<file path="src/rtl/ram_arb_pkg.sv">
// Shared defaults and types for the two-requester RAM port arbiter.
package ram_arb_pkg;

  localparam int unsigned ADDR_WIDTH = 5;
  localparam int unsigned DATA_WIDTH = 32;

  typedef logic req_id_t;

  typedef struct packed {
    logic    valid;
    req_id_t owner;
  } rd_pend_t;

  function automatic logic [1:0] id_onehot(req_id_t id);
    return id ? 2'b10 : 2'b01;
  endfunction

endpackage

</file>
<file path="src/rtl/ram_port_arbiter_if.sv">
// Requester-side and RAM-side signal bundle for ram_port_arbiter.
// slave: arbiter view; master: requesters plus RAM view.
interface ram_port_arbiter_if #(
  parameter int unsigned ADDR_WIDTH = ram_arb_pkg::ADDR_WIDTH,
  parameter int unsigned DATA_WIDTH = ram_arb_pkg::DATA_WIDTH
);

  logic                  ren_0;
  logic [ADDR_WIDTH-1:0] raddr_0;
  logic                  wen_0;
  logic [ADDR_WIDTH-1:0] waddr_0;
  logic [DATA_WIDTH-1:0] wdata_0;
  logic [DATA_WIDTH-1:0] rdata_0;
  logic                  rvalid_0;
  logic                  stall_0;

  logic                  ren_1;
  logic [ADDR_WIDTH-1:0] raddr_1;
  logic                  wen_1;
  logic [ADDR_WIDTH-1:0] waddr_1;
  logic [DATA_WIDTH-1:0] wdata_1;
  logic [DATA_WIDTH-1:0] rdata_1;
  logic                  rvalid_1;
  logic                  stall_1;

  logic [ADDR_WIDTH-1:0] mem_raddr;
  logic [DATA_WIDTH-1:0] mem_rdata;
  logic [ADDR_WIDTH-1:0] mem_waddr;
  logic [DATA_WIDTH-1:0] mem_wdata;
  logic                  mem_wen;

  modport slave (
    input  ren_0, raddr_0, wen_0, waddr_0, wdata_0,
    input  ren_1, raddr_1, wen_1, waddr_1, wdata_1,
    input  mem_rdata,
    output rdata_0, rvalid_0, stall_0,
    output rdata_1, rvalid_1, stall_1,
    output mem_raddr, mem_waddr, mem_wdata, mem_wen
  );

  modport master (
    output ren_0, raddr_0, wen_0, waddr_0, wdata_0,
    output ren_1, raddr_1, wen_1, waddr_1, wdata_1,
    output mem_rdata,
    input  rdata_0, rvalid_0, stall_0,
    input  rdata_1, rvalid_1, stall_1,
    input  mem_raddr, mem_waddr, mem_wdata, mem_wen
  );

endinterface

</file>
<file path="src/rtl/ram_arb_grant.sv">
// Combinational round-robin grant: which requesters issue this cycle and
// which of them owns the RAM read and write ports.
module ram_arb_grant
  import ram_arb_pkg::*;
(
  input  req_id_t    prio,
  input  logic [1:0] ren,
  input  logic [1:0] wen,
  input  logic       block,
  output logic [1:0] active,
  output logic [1:0] issued,
  output logic       rd_gnt,
  output req_id_t    rd_owner,
  output logic       wr_gnt,
  output req_id_t    wr_owner
);

  req_id_t other;
  logic    overlap;

  assign active  = ren | wen;
  assign other   = ~prio;
  assign overlap = (ren[other] & ren[prio]) | (wen[other] & wen[prio]);

  always_comb begin
    issued = 2'b00;
    if (!block) begin
      issued[prio]  = active[prio];
      issued[other] = active[other] & ~overlap;
    end
  end

  // Overlapping requests never both issue, so each mask keeps at most one bit.
  assign rd_gnt   = |(issued & ren);
  assign rd_owner = issued[1] & ren[1];
  assign wr_gnt   = |(issued & wen);
  assign wr_owner = issued[1] & wen[1];

endmodule

</file>
<file path="src/rtl/ram_port_arbiter.sv">
// Round-robin arbiter sharing one 1-cycle-latency RAM between two requesters.
// Define RAM_ARB_PERF_EN to add saturating per-requester conflict counters.
module ram_port_arbiter #(
  parameter int unsigned ADDR_WIDTH = ram_arb_pkg::ADDR_WIDTH,
  parameter int unsigned DATA_WIDTH = ram_arb_pkg::DATA_WIDTH
) (
  input  logic               clk,
  input  logic               rst,
  input  logic               global_stall,
  ram_port_arbiter_if.slave  bus
`ifdef RAM_ARB_PERF_EN
  ,
  output logic [15:0]        conflict_cnt_0,
  output logic [15:0]        conflict_cnt_1
`endif
);
  import ram_arb_pkg::*;

  logic [1:0]            ren, wen, active, issued, stall, hold_block;
  logic [1:0]            ret, rvalid, hold_valid_d, hold_valid_q;
  logic [ADDR_WIDTH-1:0] raddr [2];
  logic [ADDR_WIDTH-1:0] waddr [2];
  logic [DATA_WIDTH-1:0] wdata [2];
  logic [DATA_WIDTH-1:0] rdata [2];
  logic [DATA_WIDTH-1:0] hold_d [2];
  logic [DATA_WIDTH-1:0] hold_q [2];
  logic                  block, rd_gnt, wr_gnt;
  req_id_t               prio_d, prio_q, rd_owner, wr_owner;
  rd_pend_t              pend_d, pend_q;

  assign ren      = {bus.ren_1, bus.ren_0};
  assign wen      = {bus.wen_1, bus.wen_0};
  assign raddr[0] = bus.raddr_0;
  assign raddr[1] = bus.raddr_1;
  assign waddr[0] = bus.waddr_0;
  assign waddr[1] = bus.waddr_1;
  assign wdata[0] = bus.wdata_0;
  assign wdata[1] = bus.wdata_1;

  // Reset suppresses issue exactly like an external freeze.
  assign block      = rst | global_stall;
  assign hold_block = 2'b00;

  ram_arb_grant u_grant (
    .prio     (prio_q),
    .ren      (ren),
    .wen      (wen),
    .block    (block),
    .active   (active),
    .issued   (issued),
    .rd_gnt   (rd_gnt),
    .rd_owner (rd_owner),
    .wr_gnt   (wr_gnt),
    .wr_owner (wr_owner)
  );

  assign stall = {2{block}} | (active & ~issued) | hold_block;

  assign bus.mem_raddr = rd_gnt ? raddr[rd_owner] : '0;
  assign bus.mem_waddr = wr_gnt ? waddr[wr_owner] : '0;
  assign bus.mem_wdata = wr_gnt ? wdata[wr_owner] : '0;
  assign bus.mem_wen   = wr_gnt;

  assign prio_d = issued[prio_q] ? ~prio_q : prio_q;

  assign ret = pend_q.valid ? id_onehot(pend_q.owner) : 2'b00;

  always_comb begin
    pend_d.valid = rd_gnt;
    pend_d.owner = rd_owner;
    hold_d       = hold_q;
    hold_valid_d = hold_valid_q;
    for (int i = 0; i < 2; i++) begin
      // hold_q always latches the returned word so rdata keeps its last value.
      if (ret[i]) begin
        hold_d[i]       = bus.mem_rdata;
        hold_valid_d[i] = stall[i];
      end else if (!stall[i]) begin
        hold_valid_d[i] = 1'b0;
      end
    end
  end

  always_comb begin
    for (int i = 0; i < 2; i++) begin
      rvalid[i] = ~rst & (ret[i] | hold_valid_q[i]);
      rdata[i]  = ret[i] ? bus.mem_rdata : hold_q[i];
    end
  end

  always_ff @(posedge clk) begin
    if (rst) begin
      prio_q       <= 1'b0;
      pend_q       <= '0;
      hold_q       <= '{default: '0};
      hold_valid_q <= 2'b00;
    end else begin
      prio_q       <= prio_d;
      pend_q       <= pend_d;
      hold_q       <= hold_d;
      hold_valid_q <= hold_valid_d;
    end
  end

  assign bus.rdata_0  = rdata[0];
  assign bus.rdata_1  = rdata[1];
  assign bus.rvalid_0 = rvalid[0];
  assign bus.rvalid_1 = rvalid[1];
  assign bus.stall_0  = stall[0];
  assign bus.stall_1  = stall[1];

`ifdef RAM_ARB_PERF_EN
  logic [1:0]  conflict;
  logic [15:0] cnt_q [2];

  assign conflict = active & ~issued & {2{~global_stall}};

  always_ff @(posedge clk) begin
    if (rst) begin
      cnt_q <= '{default: '0};
    end else begin
      for (int i = 0; i < 2; i++) begin
        if (conflict[i] && (cnt_q[i] != 16'hFFFF)) begin
          cnt_q[i] <= cnt_q[i] + 16'd1;
        end
      end
    end
  end

  assign conflict_cnt_0 = cnt_q[0];
  assign conflict_cnt_1 = cnt_q[1];
`endif

endmodule

</file>
<file path="src/flat_wrapper.sv">
// flat-port wrapper written by rule: the top's interface ports become plain ports
module ram_port_arbiter_flat import ram_arb_pkg::*;
#(
  parameter int unsigned ADDR_WIDTH = ram_arb_pkg::ADDR_WIDTH,
  parameter int unsigned DATA_WIDTH = ram_arb_pkg::DATA_WIDTH
)
  (clk, rst, global_stall, bus_ren_0, bus_raddr_0, bus_wen_0, bus_waddr_0, bus_wdata_0, bus_ren_1, bus_raddr_1, bus_wen_1, bus_waddr_1, bus_wdata_1, bus_mem_rdata, bus_rdata_0, bus_rvalid_0, bus_stall_0, bus_rdata_1, bus_rvalid_1, bus_stall_1, bus_mem_raddr, bus_mem_waddr, bus_mem_wdata, bus_mem_wen);
  ram_port_arbiter_if #(.ADDR_WIDTH(ADDR_WIDTH), .DATA_WIDTH(DATA_WIDTH)) bus_i ();
  input  logic clk;
  input  logic rst;
  input  logic global_stall;
  input wire logic [$bits(bus_i.ren_0)-1:0] bus_ren_0;
  input wire logic [$bits(bus_i.raddr_0)-1:0] bus_raddr_0;
  input wire logic [$bits(bus_i.wen_0)-1:0] bus_wen_0;
  input wire logic [$bits(bus_i.waddr_0)-1:0] bus_waddr_0;
  input wire logic [$bits(bus_i.wdata_0)-1:0] bus_wdata_0;
  input wire logic [$bits(bus_i.ren_1)-1:0] bus_ren_1;
  input wire logic [$bits(bus_i.raddr_1)-1:0] bus_raddr_1;
  input wire logic [$bits(bus_i.wen_1)-1:0] bus_wen_1;
  input wire logic [$bits(bus_i.waddr_1)-1:0] bus_waddr_1;
  input wire logic [$bits(bus_i.wdata_1)-1:0] bus_wdata_1;
  input wire logic [$bits(bus_i.mem_rdata)-1:0] bus_mem_rdata;
  output wire logic [$bits(bus_i.rdata_0)-1:0] bus_rdata_0;
  output wire logic [$bits(bus_i.rvalid_0)-1:0] bus_rvalid_0;
  output wire logic [$bits(bus_i.stall_0)-1:0] bus_stall_0;
  output wire logic [$bits(bus_i.rdata_1)-1:0] bus_rdata_1;
  output wire logic [$bits(bus_i.rvalid_1)-1:0] bus_rvalid_1;
  output wire logic [$bits(bus_i.stall_1)-1:0] bus_stall_1;
  output wire logic [$bits(bus_i.mem_raddr)-1:0] bus_mem_raddr;
  output wire logic [$bits(bus_i.mem_waddr)-1:0] bus_mem_waddr;
  output wire logic [$bits(bus_i.mem_wdata)-1:0] bus_mem_wdata;
  output wire logic [$bits(bus_i.mem_wen)-1:0] bus_mem_wen;
  assign bus_i.ren_0 = bus_ren_0;
  assign bus_i.raddr_0 = bus_raddr_0;
  assign bus_i.wen_0 = bus_wen_0;
  assign bus_i.waddr_0 = bus_waddr_0;
  assign bus_i.wdata_0 = bus_wdata_0;
  assign bus_i.ren_1 = bus_ren_1;
  assign bus_i.raddr_1 = bus_raddr_1;
  assign bus_i.wen_1 = bus_wen_1;
  assign bus_i.waddr_1 = bus_waddr_1;
  assign bus_i.wdata_1 = bus_wdata_1;
  assign bus_i.mem_rdata = bus_mem_rdata;
  assign bus_rdata_0 = bus_i.rdata_0;
  assign bus_rvalid_0 = bus_i.rvalid_0;
  assign bus_stall_0 = bus_i.stall_0;
  assign bus_rdata_1 = bus_i.rdata_1;
  assign bus_rvalid_1 = bus_i.rvalid_1;
  assign bus_stall_1 = bus_i.stall_1;
  assign bus_mem_raddr = bus_i.mem_raddr;
  assign bus_mem_waddr = bus_i.mem_waddr;
  assign bus_mem_wdata = bus_i.mem_wdata;
  assign bus_mem_wen = bus_i.mem_wen;
  ram_port_arbiter #(.ADDR_WIDTH(ADDR_WIDTH), .DATA_WIDTH(DATA_WIDTH)) u_core (.clk(clk), .rst(rst), .global_stall(global_stall), .bus(bus_i));
endmodule
</file>
<file path="config.mk">
export PLATFORM = sky130hd
export DESIGN_NAME = ram_port_arbiter_flat
export DESIGN_NICKNAME = d
export VERILOG_FILES = /design/src/rtl/ram_arb_pkg.sv /design/src/rtl/ram_port_arbiter_if.sv /design/src/rtl/ram_arb_grant.sv /design/src/rtl/ram_port_arbiter.sv /design/src/flat_wrapper.sv
export SDC_FILE = /design/constraint.sdc
export NUM_CORES = 1
export LEC_CHECK = 0
export CORE_ASPECT_RATIO = 2
export CORE_UTILIZATION = 30
export DETAILED_ROUTE_END_ITERATION = 8
export PLACE_DENSITY = 0.68
export SYNTH_ARGS = -nofsm -noshare
export SYNTH_HDL_FRONTEND = slang
export SYNTH_HIERARCHICAL = 1
export SYNTH_SLANG_ARGS = --single-unit
</file>
<file path="constraint.sdc">
create_clock -name clk -period 3.1 [get_ports clk]
set_clock_uncertainty 0.2 [all_clocks]
set_input_delay 0.465 -clock clk [delete_from_list [all_inputs] [get_ports clk]]
set_output_delay 0.465 -clock clk [all_outputs]
set_load 0.005 [all_outputs]
</file>
=== Word level (Yosys, flattened, before mapping) ===
Index checks and enable logic that the tools add are counted.

* Bits in registers: 69
* Bits in latches: 0
* RAM bits: 0
* Memory bits (read-only): 0
* Logic and storage cells: 82
* Memories: 0

* Add/subtract/negate cells: 0
* Multiply operators: 0
* Divide/modulo/power cells: 0
* Magnitude comparators: 6
* Equal/unequal tests: 2
* Shift operators: 0
* Muxes and demuxes: 40
* Bitwise gates (word level): 23
* Reductions and logical operators: 4

{| class="wikitable"
|+ Operator list
! cell !! number
|-
| 32-bit two-way mux || 6
|-
| 5-bit two-way mux || 8
|-
| 1-bit two-way mux || 20
|-
| 2-bit AND || 4
|-
| 1-bit AND || 7
|-
| 2-bit two-way mux || 3
|-
| 2-bit greater-or-equal comparator, second input constant || 2
|-
| 1-bit by 2-bit < comparator with 1-bit output, second input constant || 2
|-
| 2-bit != test, second input constant || 2
|-
| 1-bit inverter with 2-bit output || 2
|-
| 1-bit OR || 4
|-
| 2-bit OR || 2
|-
| 2-bit OR reduction || 2
|-
| 1-bit inverter || 3
|-
| 2-bit bitwise mux || 1
|-
| 1-bit demux with 1-bit select || 2
|-
| 1-bit greater-or-equal comparator, second input constant || 2
|-
| 1-bit logical AND || 2
|-
| 2-bit inverter || 1
|}

=== Depth between registers and ports, before layout ===
Gate-level depths: netlist (run 1).

* Word-level depth: 15
* Mapped depth: 8

=== Hierarchy ===
Netlist (run 1), hierarchy kept.

{| class="wikitable"
|+ Modules (own cells, without submodules)
! module !! instances !! cells an instance !! area each (sq um) !! sequential area each (sq um)
|-
| ram_port_arbiter || 1 || 323 || 3509.6 || 1381.3
|-
| ram_arb_grant || 1 || 20 || 137.6 || 0.0
|}

=== Worst setup path after synthesis (run 1) ===
Ideal clock, no wire load.

* Path kind: input port to output port
* Start point: input port global_stall
* End point: output port bus_mem_wdata[10]
* Arrival: 1.655 ns
* Required time: 2.435 ns
* Setup slack: 0.780 ns
* Stages: 8
* Buffers on the path: 2
* Cell sequence: nor2_1 > inv_1 > inv_1 > o211a_1 > buf_2 > buf_2 > mux2i_1 > nor2b_1

* Longest elaborated chain between the ends: 8

{| class="wikitable"
|+ Ends and longest elaborated chain
! what !! RTL line !! source
|-
| start, declared || flat_wrapper.sv:11 || <nowiki>input logic global_stall;</nowiki>
|-
| 1-bit OR || ram_port_arbiter.sv:41 || <nowiki>assign block = rst | global_stall;</nowiki>
|-
| net u_core.block || ram_port_arbiter.sv:27 || <nowiki>logic block, rd_gnt, wr_gnt;</nowiki>
|-
| 2-bit two-way mux || ram_arb_grant.sv:27 || <nowiki>if (!block) begin</nowiki>
|-
| 1-bit AND || ram_arb_grant.sv:37 || <nowiki>assign wr_owner = issued[1] & wen[1];</nowiki>
|-
| net u_core.wr_owner || ram_port_arbiter.sv:28 || <nowiki>req_id_t prio_d, prio_q, rd_owner, wr_owner;</nowiki>
|-
| 1-bit inverter with 2-bit output (implied by the code) || ram_port_arbiter.sv:61 || <nowiki>assign bus.mem_wdata = wr_gnt ? wdata[wr_owner] : '0;</nowiki>
|-
| 32-bit two-way mux (implied by the code) (3 in a row) || ram_port_arbiter.sv:61 ||
|-
| 32-bit two-way mux || ram_port_arbiter.sv:61 ||
|-
| end, declared || flat_wrapper.sv:31 || <nowiki>output wire logic [$bits(bus_i.mem_wdata)-1:0] bus_mem_wdata;</nowiki>
|}

The timed path passes the listed nets, and every way through them passes these cells. The select of a mux whose other input is x is not followed.

=== Worst setup path in the final report (run 1) ===
Ends and elaborated chain as after synthesis.

==> run_summary.xml, run 1 <==
<?xml version="1.0" encoding="UTF-8"?>
<metrics>
  <group name="power">
    <metric name="power_dissipated_by_switching_net_loads" unit="uW">534</metric>
    <metric name="share_clk_of_total_power" unit="">0.444</metric>
    <metric name="switching_share" unit="">0.216</metric>
    <metric name="fraction_of_power_consumed_by_sequential_logic" unit="">0.367</metric>
    <metric name="p_leak" unit="nW">3.32</metric>
    <metric name="share_comb_of_total_power" unit="">0.189</metric>
    <metric name="vdd.ir_drop.worst" unit="uV">378</metric>
    <metric name="power_density" unit="nW/um2">359</metric>
    <metric name="cell_internal_pwr" unit="mW">1.94</metric>
  </group>
  <group name="hold_path">
    <metric name="hold_path.class" unit="">reg -&gt; reg</metric>
  </group>
  <group name="final_layout">
    <metric name="diodes" unit="">0</metric>
    <metric name="final_layout_size_suffix_gt1_frac" unit="">0.213</metric>
    <metric name="areaGrowthSynthToFinish" unit="%">88.9</metric>
    <metric name="finalInstanceArea" unit="um2">6890</metric>
    <metric name="finish.cell_count_without_fillers" unit="">745</metric>
    <metric name="multi_input_area" unit="um2">2210</metric>
    <metric name="fin_nets" unit="">718</metric>
    <metric name="register_area" unit="um2">1380</metric>
    <metric name="final.fill_count" unit="">1025</metric>
  </group>
  <group name="global_route">
    <metric name="global_route.usage.met3" unit="">0.0478</metric>
    <metric name="globalRouteOverflowTotal" unit="">0</metric>
    <metric name="antenna_found_initial" unit="">0</metric>
    <metric name="largest_net_degree_at_the_start_of_global_routing" unit="">71</metric>
    <metric name="via_count_of_the_first_global_routing_pass" unit="">3483</metric>
    <metric name="use_met2" unit="">0.337</metric>
    <metric name="grt_first_pass_wirelength" unit="mm">16.9</metric>
    <metric name="global_route.usage.met1" unit="">0.174</metric>
    <metric name="grt-busiest-layer" unit="">met2</metric>
    <metric name="grt_util_all_layers" unit="">0.175</metric>
  </group>
  <group name="synthesis">
    <metric name="synth_seq_area_share" unit="">0.379</metric>
    <metric name="synth_warnings" unit="">6</metric>
    <metric name="synth_area" unit="um2">3650</metric>
    <metric name="synth_common_cells" unit="">110 x sky130_fd_sc_hd__nor2b_1, 69 x sky130_fd_sc_hd__dfxtp_1, 43 x sky130_fd_sc_hd__mux2i_1, 38 x sky130_fd_sc_hd__mux2_2, 26 x sky130_fd_sc_hd__mux2_4</metric>
    <metric name="synth.area.top_cells" unit="">sky130_fd_sc_hd__dfxtp_1 38%, sky130_fd_sc_hd__nor2b_1 19%, sky130_fd_sc_hd__mux2i_1 12%</metric>
    <metric name="synth_area_per_cell" unit="um2">10.6</metric>
    <metric name="yosysTopAreaCell" unit="">sky130_fd_sc_hd__dfxtp_1</metric>
    <metric name="synth_nets" unit="">466</metric>
    <metric name="synth_enable_flop_cells" unit="">0</metric>
    <metric name="post_synth_num_cell_types" unit="">23</metric>
    <metric name="asyncSetResetFlopFracSynth" unit="">0</metric>
    <metric name="synthDominantCellAreaShare" unit="">0.379</metric>
    <metric name="dominant_register_cell_in_the_synthesized_netlist" unit="">sky130_fd_sc_hd__dfxtp_1</metric>
    <metric name="yosysMostFrequentCell" unit="">sky130_fd_sc_hd__nor2b_1</metric>
    <metric name="syn_inst" unit="">343</metric>
    <metric name="ys_seq_elements" unit="">69</metric>
  </group>
  <group name="worst_setup_path">
    <metric name="worst_setup_sp_type" unit="">primary input</metric>
    <metric name="crit_path_frequent_cell" unit="">sky130_fd_sc_hd__clkdlybuf4s50_1</metric>
    <metric name="cp_max_fo" unit="">12</metric>
    <metric name="kind_of_critical_path" unit="">in -&gt; out</metric>
    <metric name="slowest_delay" unit="ns">0.45</metric>
    <metric name="crit_path_cell_trace" unit="">clkdlybuf4s50_1 &gt; nor2_2 &gt; inv_2 &gt; inv_1 &gt; o211a_4 &gt; buf_8 &gt; mux2i_2 &gt; nor2b_1 &gt; clkdlybuf4s50_1</metric>
    <metric name="timing.critical_path.required" unit="ns">2.43</metric>
    <metric name="timing.critical_path.to_type" unit="">output port</metric>
    <metric name="worst_ep_arrival_time" unit="ns">2.41</metric>
    <metric name="worstPathBufferInverterCount" unit="">5</metric>
    <metric name="critical-path-top-delay-family" unit="">buffers and inverters</metric>
    <metric name="slowest_stage" unit="">sky130_fd_sc_hd__clkdlybuf4s50_1</metric>
  </group>
  <group name="timing">
    <metric name="rsz0062_at_grt" unit="">true</metric>
    <metric name="final.period_utilization" unit="">0.991</metric>
    <metric name="period_minus_slack" unit="ns">3.07</metric>
    <metric name="drv_slew" unit="">0</metric>
    <metric name="report.final.setup_viol" unit="">0</metric>
    <metric name="tightestPinTransition" unit="ns">0.714</metric>
    <metric name="timing.slew.headroom" unit="">0.524</metric>
    <metric name="report.final.hold_viol_count" unit="">0</metric>
    <metric name="fmaxAchievable" unit="GHz">0.326</metric>
  </group>
  <group name="floorplan">
    <metric name="placement_rows" unit="">56</metric>
    <metric name="initial_utilization" unit="">0.310</metric>
    <metric name="core_area" unit="um2">11800</metric>
    <metric name="die-height" unit="um">158</metric>
    <metric name="dieArea" unit="um2">12600</metric>
    <metric name="design.portCount" unit="">234</metric>
    <metric name="die_w" unit="um">80.0</metric>
  </group>
  <group name="route">
    <metric name="wl_per_cell" unit="um">15.9</metric>
    <metric name="drt-initial-drc-count" unit="">86</metric>
    <metric name="via_total_after_detailed_routing" unit="">3447</metric>
    <metric name="first_pass_iters" unit="">2</metric>
    <metric name="ant_nets" unit="">0</metric>
    <metric name="route.detailed.vias_per_inst" unit="">4.63</metric>
    <metric name="total_wire_length" unit="mm">11.9</metric>
    <metric name="drc" unit="">0</metric>
  </group>
  <group name="clocking">
    <metric name="cts.clk_slew.worst_paths" unit="ns">0.05</metric>
    <metric name="cts_tree" unit="">done</metric>
    <metric name="clock_sink_count" unit="">69</metric>
    <metric name="number_of_buffers_created_by_cts" unit="">9</metric>
    <metric name="clkLatencyLatePin" unit="ns">0.33</metric>
    <metric name="cts_root_buffer" unit="">sky130_fd_sc_hd__clkbuf_16</metric>
    <metric name="htree_levels" unit="">3</metric>
    <metric name="max_clock_buf_depth" unit="">2</metric>
  </group>
  <group name="place">
    <metric name="dp.final_hpwl" unit="mm">8.45</metric>
    <metric name="postPlaceCellArea" unit="um2">6200</metric>
    <metric name="port_buffers" unit="">233</metric>
    <metric name="routabilityCongestion" unit="">0.772</metric>
    <metric name="dpl.cell_count" unit="">713</metric>
  </group>
  <group name="flow_run">
    <metric name="max_cap_violations" unit="">0</metric>
  </group>
  <group name="outcome">
    <metric name="outcome" unit="">completed</metric>
  </group>
</metrics>
==> area by class of cell <==
| cell class | instances | area share |
|---|---|---|
| inverter | 6 | 0.00327 |
| sequential | 69 | 0.200 |
| clock inverter | 6 | 0.0125 |
| clock buffer | 10 | 0.0347 |
| multi-input combinational | 245 | 0.320 |
| timing repair buffer | 264 | 0.403 |
| tap | 145 | 0.0263 |
==> state kept, by name, summed over array words and instances, names as in the netlist <==
name                 flops
u_core/pend_q            2
u_core/prio_q            1
u_core/hold_valid_q      2
u_core/hold_q           64
==> power groups by stage <==
| stage | sequential [mW] | combinational (mW) | clock [mW] |
|---|---|---|---|
| after floorplan | 0.925 | 0.147 | 0 |
| after global placement | 0.926 | 0.431 | 0 |
| after detailed placement | 0.927 | 0.440 | 0 |
| after CTS | 0.908 | 0.450 | 1.13 |
| after global routing | 0.909 | 0.503 | 1.16 |
| final | 0.908 | 0.469 | 1.10 |
==> cells in the final DEF (no fill, tap or decap), types with 2 or more instances in the layout <==
master / n
sky130_fd_sc_hd__nor2b_2: 3
sky130_fd_sc_hd__nor2b_1: 107
sky130_fd_sc_hd__bufinv_16: 2
sky130_fd_sc_hd__mux2_4: 26
sky130_fd_sc_hd__mux2i_1: 36
sky130_fd_sc_hd__clkinv_2: 2
sky130_fd_sc_hd__mux2i_2: 4
sky130_fd_sc_hd__clkdlybuf4s50_1: 193
sky130_fd_sc_hd__dlygate4sd2_1: 2
sky130_fd_sc_hd__buf_12: 4
sky130_fd_sc_hd__dlymetal6s2s_1: 37
sky130_fd_sc_hd__a21oi_1: 4
sky130_fd_sc_hd__nor2_1: 7
sky130_fd_sc_hd__inv_1: 5
sky130_fd_sc_hd__mux2i_4: 3
sky130_fd_sc_hd__buf_8: 2
sky130_fd_sc_hd__dfxtp_1: 69
sky130_fd_sc_hd__buf_4: 21
sky130_fd_sc_hd__mux2_2: 38
sky130_fd_sc_hd__a211oi_1: 3
sky130_fd_sc_hd__clkbuf_16: 11
==> repair_timing <==
| item | in CTS | in global routing |
|---|---|---|
| endpoints found under the setup margin | 38 | 44 |
| endpoints found under the hold margin | 0 | 0 |
| gates resized for setup | 8 | 53 |
| setup buffers | 0 | 12 |
| pin swaps | 1 | 2 |
| hold buffers | 0 | 0 |
| cloned | 1 | 3 |
==> worst register-to-register path, stage by stage (launching register included) <==
cell and delay (ns):
sky130_fd_sc_hd__dfxtp_1 0.34, sky130_fd_sc_hd__nand2b_2 0.47, sky130_fd_sc_hd__buf_12 0.25, sky130_fd_sc_hd__mux2_2 0.36, sky130_fd_sc_hd__nor2b_1 0.13
==> stage by stage <==
step                power (mW)  setup WS, ns  utilization  hold WS (ns)  TNS [ns]
floorplan                 1.07         0.780            -         0.309         0
global placement          1.36        -0.135        0.527         0.332    -0.534
CTS                       2.49       -0.0172        0.560         0.349    -0.124
finish                    2.48        0.0280        0.585         0.342         0
global route              2.58       -0.0714        0.585         0.399    -0.135
detailed placement        1.37        -0.148        0.527         0.335     -1.34
==> worst paths after layout <==
check | start | endpoint | slack [ns] | cells past startpoint
worst max-delay path | global_stall | bus_mem_wdata[10] | 0.03 | 9
worst min-delay path | u_core/hold_valid_q[0]$_SDFFE_PP0P_ | u_core/hold_valid_q[0]$_SDFFE_PP0P_ | 0.34 | 2
worst max register to register | u_core/pend_q[0]$_SDFF_PP0_ | u_core/hold_q[63]$_SDFF_PP0_ | 1.20 | 4
worst min register to register | u_core/hold_valid_q[0]$_SDFFE_PP0P_ | u_core/hold_valid_q[0]$_SDFFE_PP0P_ | 0.34 | 2
==> cell families after synthesis <==
| logic type | Yosys count | synth area share |
|---|---|---|
| muxes | 107 | 0.342 |
| and+or+nand+nor | 125 | 0.212 |
| buffers and inverters | 29 | 0.0405 |
| AOI/OAI and AO/OA | 13 | 0.0261 |
| DFF | 69 | 0.379 |
==> routing by layer <==
layer	vias to the layer above	share of wire
met4	0	0.027
met1	1589	0.35
met5	-	0
met3	19	0.093
met2	193	0.53
li1	1646	-
(Power assumes the default switching activity.)
==> inputs of run 2 (changes only) <==
- DONT_BUFFER_PORTS: default -> 1
- PLACE_DENSITY: 0.68 -> default
==> run 2 against run 1 <==
Design area decreased by 41%. Clock power decreased by 12%. Utilization decreased by 24 points. Die area unchanged. Critical path depth decreased by 5. Total power decreased by 17%. Flip-flop and latch count unchanged. Setup slack improved by 0.47 ns. Critical endpoint is now bus_mem_wdata[19]. Largest cell class is now multi-input combinational cells. Highest routed layer unchanged.
==> run_summary.xml, run 2 (synthesis results as in run 1) <==
<?xml version="1.0" encoding="UTF-8"?>
<metrics>
  <group name="timing">
    <metric name="fmaxAchievable" unit="GHz">0.384</metric>
    <metric name="report.final.hold_viol_count" unit="">0</metric>
    <metric name="final.period_utilization" unit="">0.840</metric>
    <metric name="fin_hold_ws" unit="ns">0.0107</metric>
    <metric name="tightestPinTransition" unit="ns">0.641</metric>
    <metric name="drv_slew" unit="">0</metric>
    <metric name="period_minus_slack" unit="ns">2.60</metric>
    <metric name="totalNegativeSetupSlack" unit="ns">0</metric>
    <metric name="rsz0062_at_grt" unit="">false</metric>
    <metric name="timing.slew.headroom" unit="">0.573</metric>
    <metric name="report.final.setup_viol" unit="">0</metric>
  </group>
  <group name="clocking">
    <metric name="cts_tree" unit="">done</metric>
    <metric name="number_of_buffers_created_by_cts" unit="">9</metric>
    <metric name="max_clock_buf_depth" unit="">2</metric>
    <metric name="htree_levels" unit="">3</metric>
    <metric name="clkLatencyLatePin" unit="ns">0.32</metric>
    <metric name="cts_root_buffer" unit="">sky130_fd_sc_hd__clkbuf_16</metric>
    <metric name="clock_sink_count" unit="">69</metric>
    <metric name="cts_resized" unit="">0</metric>
    <metric name="cts.clk_slew.worst_paths" unit="ns">0.05</metric>
  </group>
  <group name="place">
    <metric name="dp.final_hpwl" unit="mm">6.29</metric>
    <metric name="routabilityCongestion" unit="">0.753</metric>
    <metric name="port_buffers" unit="">0</metric>
    <metric name="postPlaceCellArea" unit="um2">3770</metric>
  </group>
  <group name="hold_path">
    <metric name="holdCritStartpoint" unit="">rst</metric>
    <metric name="hold_path.class" unit="">in -&gt; reg</metric>
  </group>
  <group name="power">
    <metric name="vdd.ir_drop.worst" unit="uV">367</metric>
    <metric name="power_density" unit="nW/um2">501</metric>
    <metric name="p_leak" unit="nW">1.64</metric>
  </group>
  <group name="worst_setup_path">
    <metric name="timing.critical_path.required" unit="ns">2.43</metric>
    <metric name="worst_ep_arrival_time" unit="ns">1.94</metric>
    <metric name="slowest_stage" unit="">sky130_fd_sc_hd__o211a_2</metric>
    <metric name="kind_of_critical_path" unit="">reg -&gt; out</metric>
    <metric name="regToRegStartpoint" unit="">u_core/pend_q[0]$_SDFF_PP0_</metric>
    <metric name="cp_max_fo" unit="">25</metric>
    <metric name="worst_setup_path_startpoint" unit="">u_core/prio_q$_SDFFE_PP0P_</metric>
    <metric name="worst_setup_sp_type" unit="">register</metric>
    <metric name="slowest_delay" unit="ns">0.53</metric>
    <metric name="crit_path_cell_trace" unit="">o211a_2 &gt; buf_12 &gt; mux2i_1 &gt; nor2b_1</metric>
    <metric name="timing.critical_path.to_type" unit="">output port</metric>
  </group>
  <group name="route">
    <metric name="via_total_after_detailed_routing" unit="">2410</metric>
    <metric name="drt-initial-drc-count" unit="">42</metric>
    <metric name="total_wire_length" unit="mm">8.54</metric>
    <metric name="wl_per_cell" unit="um">17.5</metric>
    <metric name="ant_nets" unit="">0</metric>
    <metric name="route.detailed.vias_per_inst" unit="">4.95</metric>
    <metric name="drc" unit="">0</metric>
    <metric name="first_pass_iters" unit="">4</metric>
  </group>
  <group name="final_layout">
    <metric name="final_layout_size_suffix_gt1_frac" unit="">0.246</metric>
    <metric name="finalInstanceArea" unit="um2">4080</metric>
    <metric name="diodes" unit="">0</metric>
    <metric name="max_flop_register" unit="">u_core/hold_q</metric>
    <metric name="areaGrowthSynthToFinish" unit="%">11.9</metric>
    <metric name="mostFrequentLayoutCell" unit="">sky130_fd_sc_hd__nor2b_1</metric>
    <metric name="largest_register_ffs" unit="">64</metric>
    <metric name="largest_registers" unit="">u_core/hold_q: 64 flops, u_core/hold_valid_q: 2 flops, u_core/pend_q: 2 flops</metric>
    <metric name="layout.cells.most_common_list" unit="">110 x sky130_fd_sc_hd__nor2b_1, 69 x sky130_fd_sc_hd__dfxtp_1, 43 x sky130_fd_sc_hd__mux2i_1</metric>
    <metric name="fin_nets" unit="">461</metric>
    <metric name="final.fill_count" unit="">1176</metric>
  </group>
  <group name="floorplan">
    <metric name="die_w" unit="um">80.0</metric>
    <metric name="dieArea" unit="um2">12600</metric>
    <metric name="placement_rows" unit="">56</metric>
    <metric name="design.portCount" unit="">234</metric>
    <metric name="die-height" unit="um">158</metric>
    <metric name="core_area" unit="um2">11800</metric>
    <metric name="initial_utilization" unit="">0.310</metric>
  </group>
  <group name="global_route">
    <metric name="largest_net_degree_at_the_start_of_global_routing" unit="">63</metric>
    <metric name="grt_first_pass_wirelength" unit="mm">11.5</metric>
    <metric name="grt_util_all_layers" unit="">0.122</metric>
    <metric name="via_count_of_the_first_global_routing_pass" unit="">2214</metric>
    <metric name="globalRouteOverflowTotal" unit="">0</metric>
    <metric name="antenna_found_initial" unit="">0</metric>
  </group>
  <group name="outcome">
    <metric name="outcome" unit="">completed</metric>
  </group>
  <group name="flow_run">
    <metric name="max_cap_violations" unit="">0</metric>
  </group>
</metrics>
## run 2: changes by cell type in the layout (fill, tap and decap cells not counted), moves of 2 or more
cell | previous run | this run
sky130_fd_sc_hd__nor2b_1 | 107 | 110
sky130_fd_sc_hd__dlymetal6s2s_1 | 37 | 0
sky130_fd_sc_hd__mux2i_1 | 36 | 43
sky130_fd_sc_hd__clkbuf_1 | 0 | 2
sky130_fd_sc_hd__nor2b_2 | 3 | 0
sky130_fd_sc_hd__mux2i_4 | 3 | 0
sky130_fd_sc_hd__mux2i_2 | 4 | 0
sky130_fd_sc_hd__buf_4 | 21 | 2
sky130_fd_sc_hd__dlygate4sd3_1 | 0 | 3
sky130_fd_sc_hd__buf_8 | 2 | 0
sky130_fd_sc_hd__clkbuf_16 | 11 | 9
sky130_fd_sc_hd__clkdlybuf4s50_1 | 193 | 0
sky130_fd_sc_hd__buf_12 | 4 | 2
sky130_fd_sc_hd__dlygate4sd2_1 | 2 | 0
## run 2: what timing repair did
item | in CTS | in global routing
endpoints found under the hold margin | 10 | 8
buffers inserted | 0 | 0
hold buffers | 2 | 1
## run 2: final cells by class
type,instances,area [um2],share of cell area
Multi-Input combinational cell,245,2130,0.522
Clock buffer,11,233,0.0570
Inverter,6,22.5,0.00552
Clock inverter,4,50.0,0.0123
Timing Repair Buffer,7,85.1,0.0208
Sequential cell,69,1380,0.338
Tap cell,145,181,0.0444
## run 2: per-stage QoR
step | setup slack (ns) | std cells | power (mW) | utilization
finish | 0.497 | 487 | 2.04 | 0.347
global route | 0.354 | 487 | 2.13 | 0.347
CTS | 0.471 | 486 | 2.07 | 0.346
detailed placement | 0.543 | 469 | 1.09 | 0.320
global placement | 0.601 | 469 | 1.08 | 0.320
floorplan | 0.780 | 343 | 1.07 | -
## run 2: worst paths after layout
check | endpoint | slack (ns) | cells past startpoint
worst max-delay path | bus_mem_wdata[19] | 0.50 | 4
worst min-delay path | u_core/hold_q[63]$_SDFF_PP0_ | 0.01 | 1
worst max register to register | u_core/hold_q[34]$_SDFF_PP0_ | 1.14 | 4
worst min register to register | u_core/hold_valid_q[0]$_SDFFE_PP0P_ | 0.34 | 2
## run 2: power breakdown
group | total (mW) | leakage, nW | internal, mW | switching, mW
Combinational | 0.167 | 0.946 | 0.0874 | 0.0793
Sequential | 0.908 | 0.558 | 0.902 | 0.00612
Clock | 0.970 | 0.132 | 0.616 | 0.354
Total | 2.04 | 1.64 | 1.61 | 0.439
## run 2: worst max-delay path, delay by kind of cell, from the launching register on
| family | cells | cell delay, ns |
|---|---|---|
| AO/OA/AOI/OAI | 1 | 0.53 |
| flip-flops | 1 | 0.49 |
| AND/OR/NAND/NOR | 1 | 0.08 |
| multiplexers | 1 | 0.22 |
| buffers and inverters | 1 | 0.26 |
## run 2: routing by layer
metal,wire (um),track usage,vias to the layer above
li1,-,-,1136
met1,3000,0.118,1083
met2,4560,0.229,178
met3,788,0.0294,13
met4,193,0.0697,0
met5,0,0,-
==> inputs of run 3 (changes only) <==
- clock period: 3.1 -> 2.5 ns (I/O delays scaled with it)
==> run 3 against run 2 <==
Setup slack lost 0.35 ns. Critical path depth is the same. Design area grew 1.1%. Clock-buffer cell count grew 2. Sequential power grew 24%. Global-route usage grew 0.29 points. Register-to-register slack lost 0.32 ns. Via count shrank 0.17%. Flip-flop and latch count is the same.
==> run_summary.xml, run 3 (synthesis results as in run 1) <==
<?xml version="1.0" encoding="UTF-8"?>
<metrics>
  <group name="final_layout">
    <metric name="layout.cells.most_common_list" unit="">110 x sky130_fd_sc_hd__nor2b_1, 69 x sky130_fd_sc_hd__dfxtp_1, 43 x sky130_fd_sc_hd__mux2i_1</metric>
    <metric name="final_layout_size_suffix_gt1_frac" unit="">0.252</metric>
    <metric name="mostFrequentLayoutCell" unit="">sky130_fd_sc_hd__nor2b_1</metric>
    <metric name="areaGrowthSynthToFinish" unit="%">13.2</metric>
    <metric name="fin_nets" unit="">461</metric>
    <metric name="diodes" unit="">0</metric>
    <metric name="finish.cell_count_without_fillers" unit="">486</metric>
    <metric name="finalInstanceArea" unit="um2">4130</metric>
    <metric name="largest_register_ffs" unit="">64</metric>
    <metric name="largest_registers" unit="">u_core/hold_q: 64 flops, u_core/hold_valid_q: 2 flops, u_core/pend_q: 2 flops</metric>
    <metric name="max_flop_register" unit="">u_core/hold_q</metric>
    <metric name="final.fill_count" unit="">1154</metric>
  </group>
  <group name="outcome">
    <metric name="outcome" unit="">completed</metric>
  </group>
  <group name="place">
    <metric name="dp.final_hpwl" unit="mm">6.37</metric>
    <metric name="routabilityCongestion" unit="">0.843</metric>
    <metric name="postPlaceCellArea" unit="um2">3790</metric>
    <metric name="dpl.cell_count" unit="">470</metric>
    <metric name="port_buffers" unit="">0</metric>
    <metric name="place_ws" unit="ns">0.310</metric>
  </group>
  <group name="worst_setup_path">
    <metric name="regToRegStartpoint" unit="">u_core/pend_q[1]$_SDFF_PP0_</metric>
    <metric name="cp_max_fo" unit="">38</metric>
    <metric name="timing.critical_path.required" unit="ns">1.92</metric>
    <metric name="worst_setup_sp_type" unit="">register</metric>
    <metric name="reg2regPathDepth" unit="">4</metric>
    <metric name="kind_of_critical_path" unit="">reg -&gt; out</metric>
    <metric name="worst_setup_path_endpoint" unit="">bus_mem_wdata[14]</metric>
    <metric name="timing.critical_path.to_type" unit="">output port</metric>
    <metric name="rrSetupSlack" unit="ns">0.82</metric>
    <metric name="worst_ep_arrival_time" unit="ns">1.77</metric>
    <metric name="crit-reg2reg-capture" unit="">u_core/hold_q[29]$_SDFF_PP0_</metric>
    <metric name="worst_setup_path_startpoint" unit="">u_core/prio_q$_SDFFE_PP0P_</metric>
  </group>
  <group name="timing">
    <metric name="timing.slew.headroom" unit="">0.705</metric>
    <metric name="fmaxAchievable" unit="GHz">0.426</metric>
    <metric name="post-route-worst-setup-slack" unit="ns">0.150</metric>
    <metric name="totalNegativeSetupSlack" unit="ns">0</metric>
    <metric name="report.final.setup_viol" unit="">0</metric>
    <metric name="tightestPinTransition" unit="ns">0.442</metric>
    <metric name="report.final.hold_viol_count" unit="">0</metric>
    <metric name="drv_slew" unit="">0</metric>
    <metric name="rsz0062_at_grt" unit="">false</metric>
    <metric name="period_minus_slack" unit="ns">2.35</metric>
    <metric name="fin_hold_ws" unit="ns">0.0337</metric>
    <metric name="final.period_utilization" unit="">0.940</metric>
  </group>
  <group name="floorplan">
    <metric name="design.portCount" unit="">234</metric>
    <metric name="dieArea" unit="um2">12600</metric>
    <metric name="placement_rows" unit="">56</metric>
    <metric name="core_area" unit="um2">11800</metric>
    <metric name="die-height" unit="um">158</metric>
    <metric name="initial_utilization" unit="">0.310</metric>
    <metric name="die_w" unit="um">80.0</metric>
  </group>
  <group name="global_route">
    <metric name="grt_util_all_layers" unit="">0.125</metric>
    <metric name="antenna_found_initial" unit="">0</metric>
    <metric name="grt_first_pass_wirelength" unit="mm">11.8</metric>
    <metric name="largest_net_degree_at_the_start_of_global_routing" unit="">69</metric>
    <metric name="globalRouteOverflowTotal" unit="">0</metric>
    <metric name="via_count_of_the_first_global_routing_pass" unit="">2390</metric>
  </group>
  <group name="route">
    <metric name="wl_per_cell" unit="um">17.3</metric>
    <metric name="route.detailed.vias_per_inst" unit="">4.95</metric>
    <metric name="first_pass_iters" unit="">4</metric>
    <metric name="drc" unit="">0</metric>
    <metric name="drt-initial-drc-count" unit="">66</metric>
    <metric name="total_wire_length" unit="mm">8.42</metric>
    <metric name="via_total_after_detailed_routing" unit="">2406</metric>
    <metric name="ant_nets" unit="">0</metric>
  </group>
  <group name="clocking">
    <metric name="htree_levels" unit="">3</metric>
    <metric name="number_of_buffers_created_by_cts" unit="">9</metric>
    <metric name="cts_root_buffer" unit="">sky130_fd_sc_hd__clkbuf_16</metric>
    <metric name="clock_sink_count" unit="">69</metric>
    <metric name="cts_resized" unit="">0</metric>
    <metric name="cts.clk_slew.worst_paths" unit="ns">0.05</metric>
    <metric name="max_clock_buf_depth" unit="">2</metric>
    <metric name="clkLatencyLatePin" unit="ns">0.32</metric>
    <metric name="postCtsSetupRepairBufs" unit="">0</metric>
    <metric name="cts_tree" unit="">done</metric>
  </group>
  <group name="power">
    <metric name="p_leak" unit="nW">1.66</metric>
    <metric name="power_density" unit="nW/um2">631</metric>
    <metric name="vdd.ir_drop.worst" unit="uV">462</metric>
  </group>
  <group name="flow_run">
    <metric name="max_cap_violations" unit="">0</metric>
  </group>
  <group name="hold_path">
    <metric name="hold_path.class" unit="">in -&gt; reg</metric>
  </group>
</metrics>
-- run 3: cell count changes in the layout (fill, tap and decap cells not counted), sizes merged --
cell,change
buf,+2
clkbuf,+2
clkinv,-1
clkinvlp,-2
dlygate4sd3,-2
-- run 3: timing repair --
item,4_1_cts,5_1_grt
setup endpoints to repair,0,0
hold buffers,2,0
hold endpoints to repair,69,0
-- run 3: routing by layer --
layer / vias to the layer above / track usage / wire [um]
li1: 1137 / - / -
met1: 1084 / 0.107 / 2730
met2: 173 / 0.241 / 4460
met3: 12 / 0.0432 / 1020
met4: 0 / 0.0731 / 215
met5: - / 0 / 0
-- run 3: report_power, final --
part	total [mW]	switching, mW	internal [mW]
registers	1.13	0.00753	1.12
clock network	1.26	0.415	0.842
logic	0.222	0.108	0.114
total	2.61	0.530	2.08
-- run 3: area by class of cell --
cell class,instances,area (um2),area share
Multi-Input combinational cell,245,2130,0.516
Sequential cell,69,1380,0.335
Clock buffer,13,270,0.0655
Tap cell,145,181,0.0440
Inverter,6,22.5,0.00546
Timing Repair Buffer,7,113,0.0273
Clock inverter,1,30.0,0.00727
-- run 3: worst max-delay path, stage by stage, from the launching register on --
cell and delay [ns]:
sky130_fd_sc_hd__dfxtp_1 0.49, sky130_fd_sc_hd__and4bb_1 0.28, sky130_fd_sc_hd__nor4_4 0.26, sky130_fd_sc_hd__buf_12 0.21
sky130_fd_sc_hd__nor2b_1 0.20
-- run 3: worst min-delay path by stage --
stage            startpoint                                   to  depth (start not counted)
2_1_floorplan  global_stall  u_core/hold_valid_q[1]$_SDFFE_PP0P_                          1
3_3_place_gp            rst         u_core/hold_q[31]$_SDFF_PP0_                          1
3_5_place_dp            rst          u_core/pend_q[0]$_SDFF_PP0_                          1
4_1_cts        global_stall  u_core/hold_valid_q[0]$_SDFFE_PP0P_                          2
5_1_grt        global_stall  u_core/hold_valid_q[0]$_SDFFE_PP0P_                          2
6_report       global_stall  u_core/hold_valid_q[0]$_SDFFE_PP0P_                          2
-- run 3: through the flow --
stage	total power, mW	utilization
floorplan	1.33	-
detailed placement	1.35	0.322
finish	2.61	0.351
global placement	1.35	0.322
CTS	2.65	0.351
global route	2.70	0.351
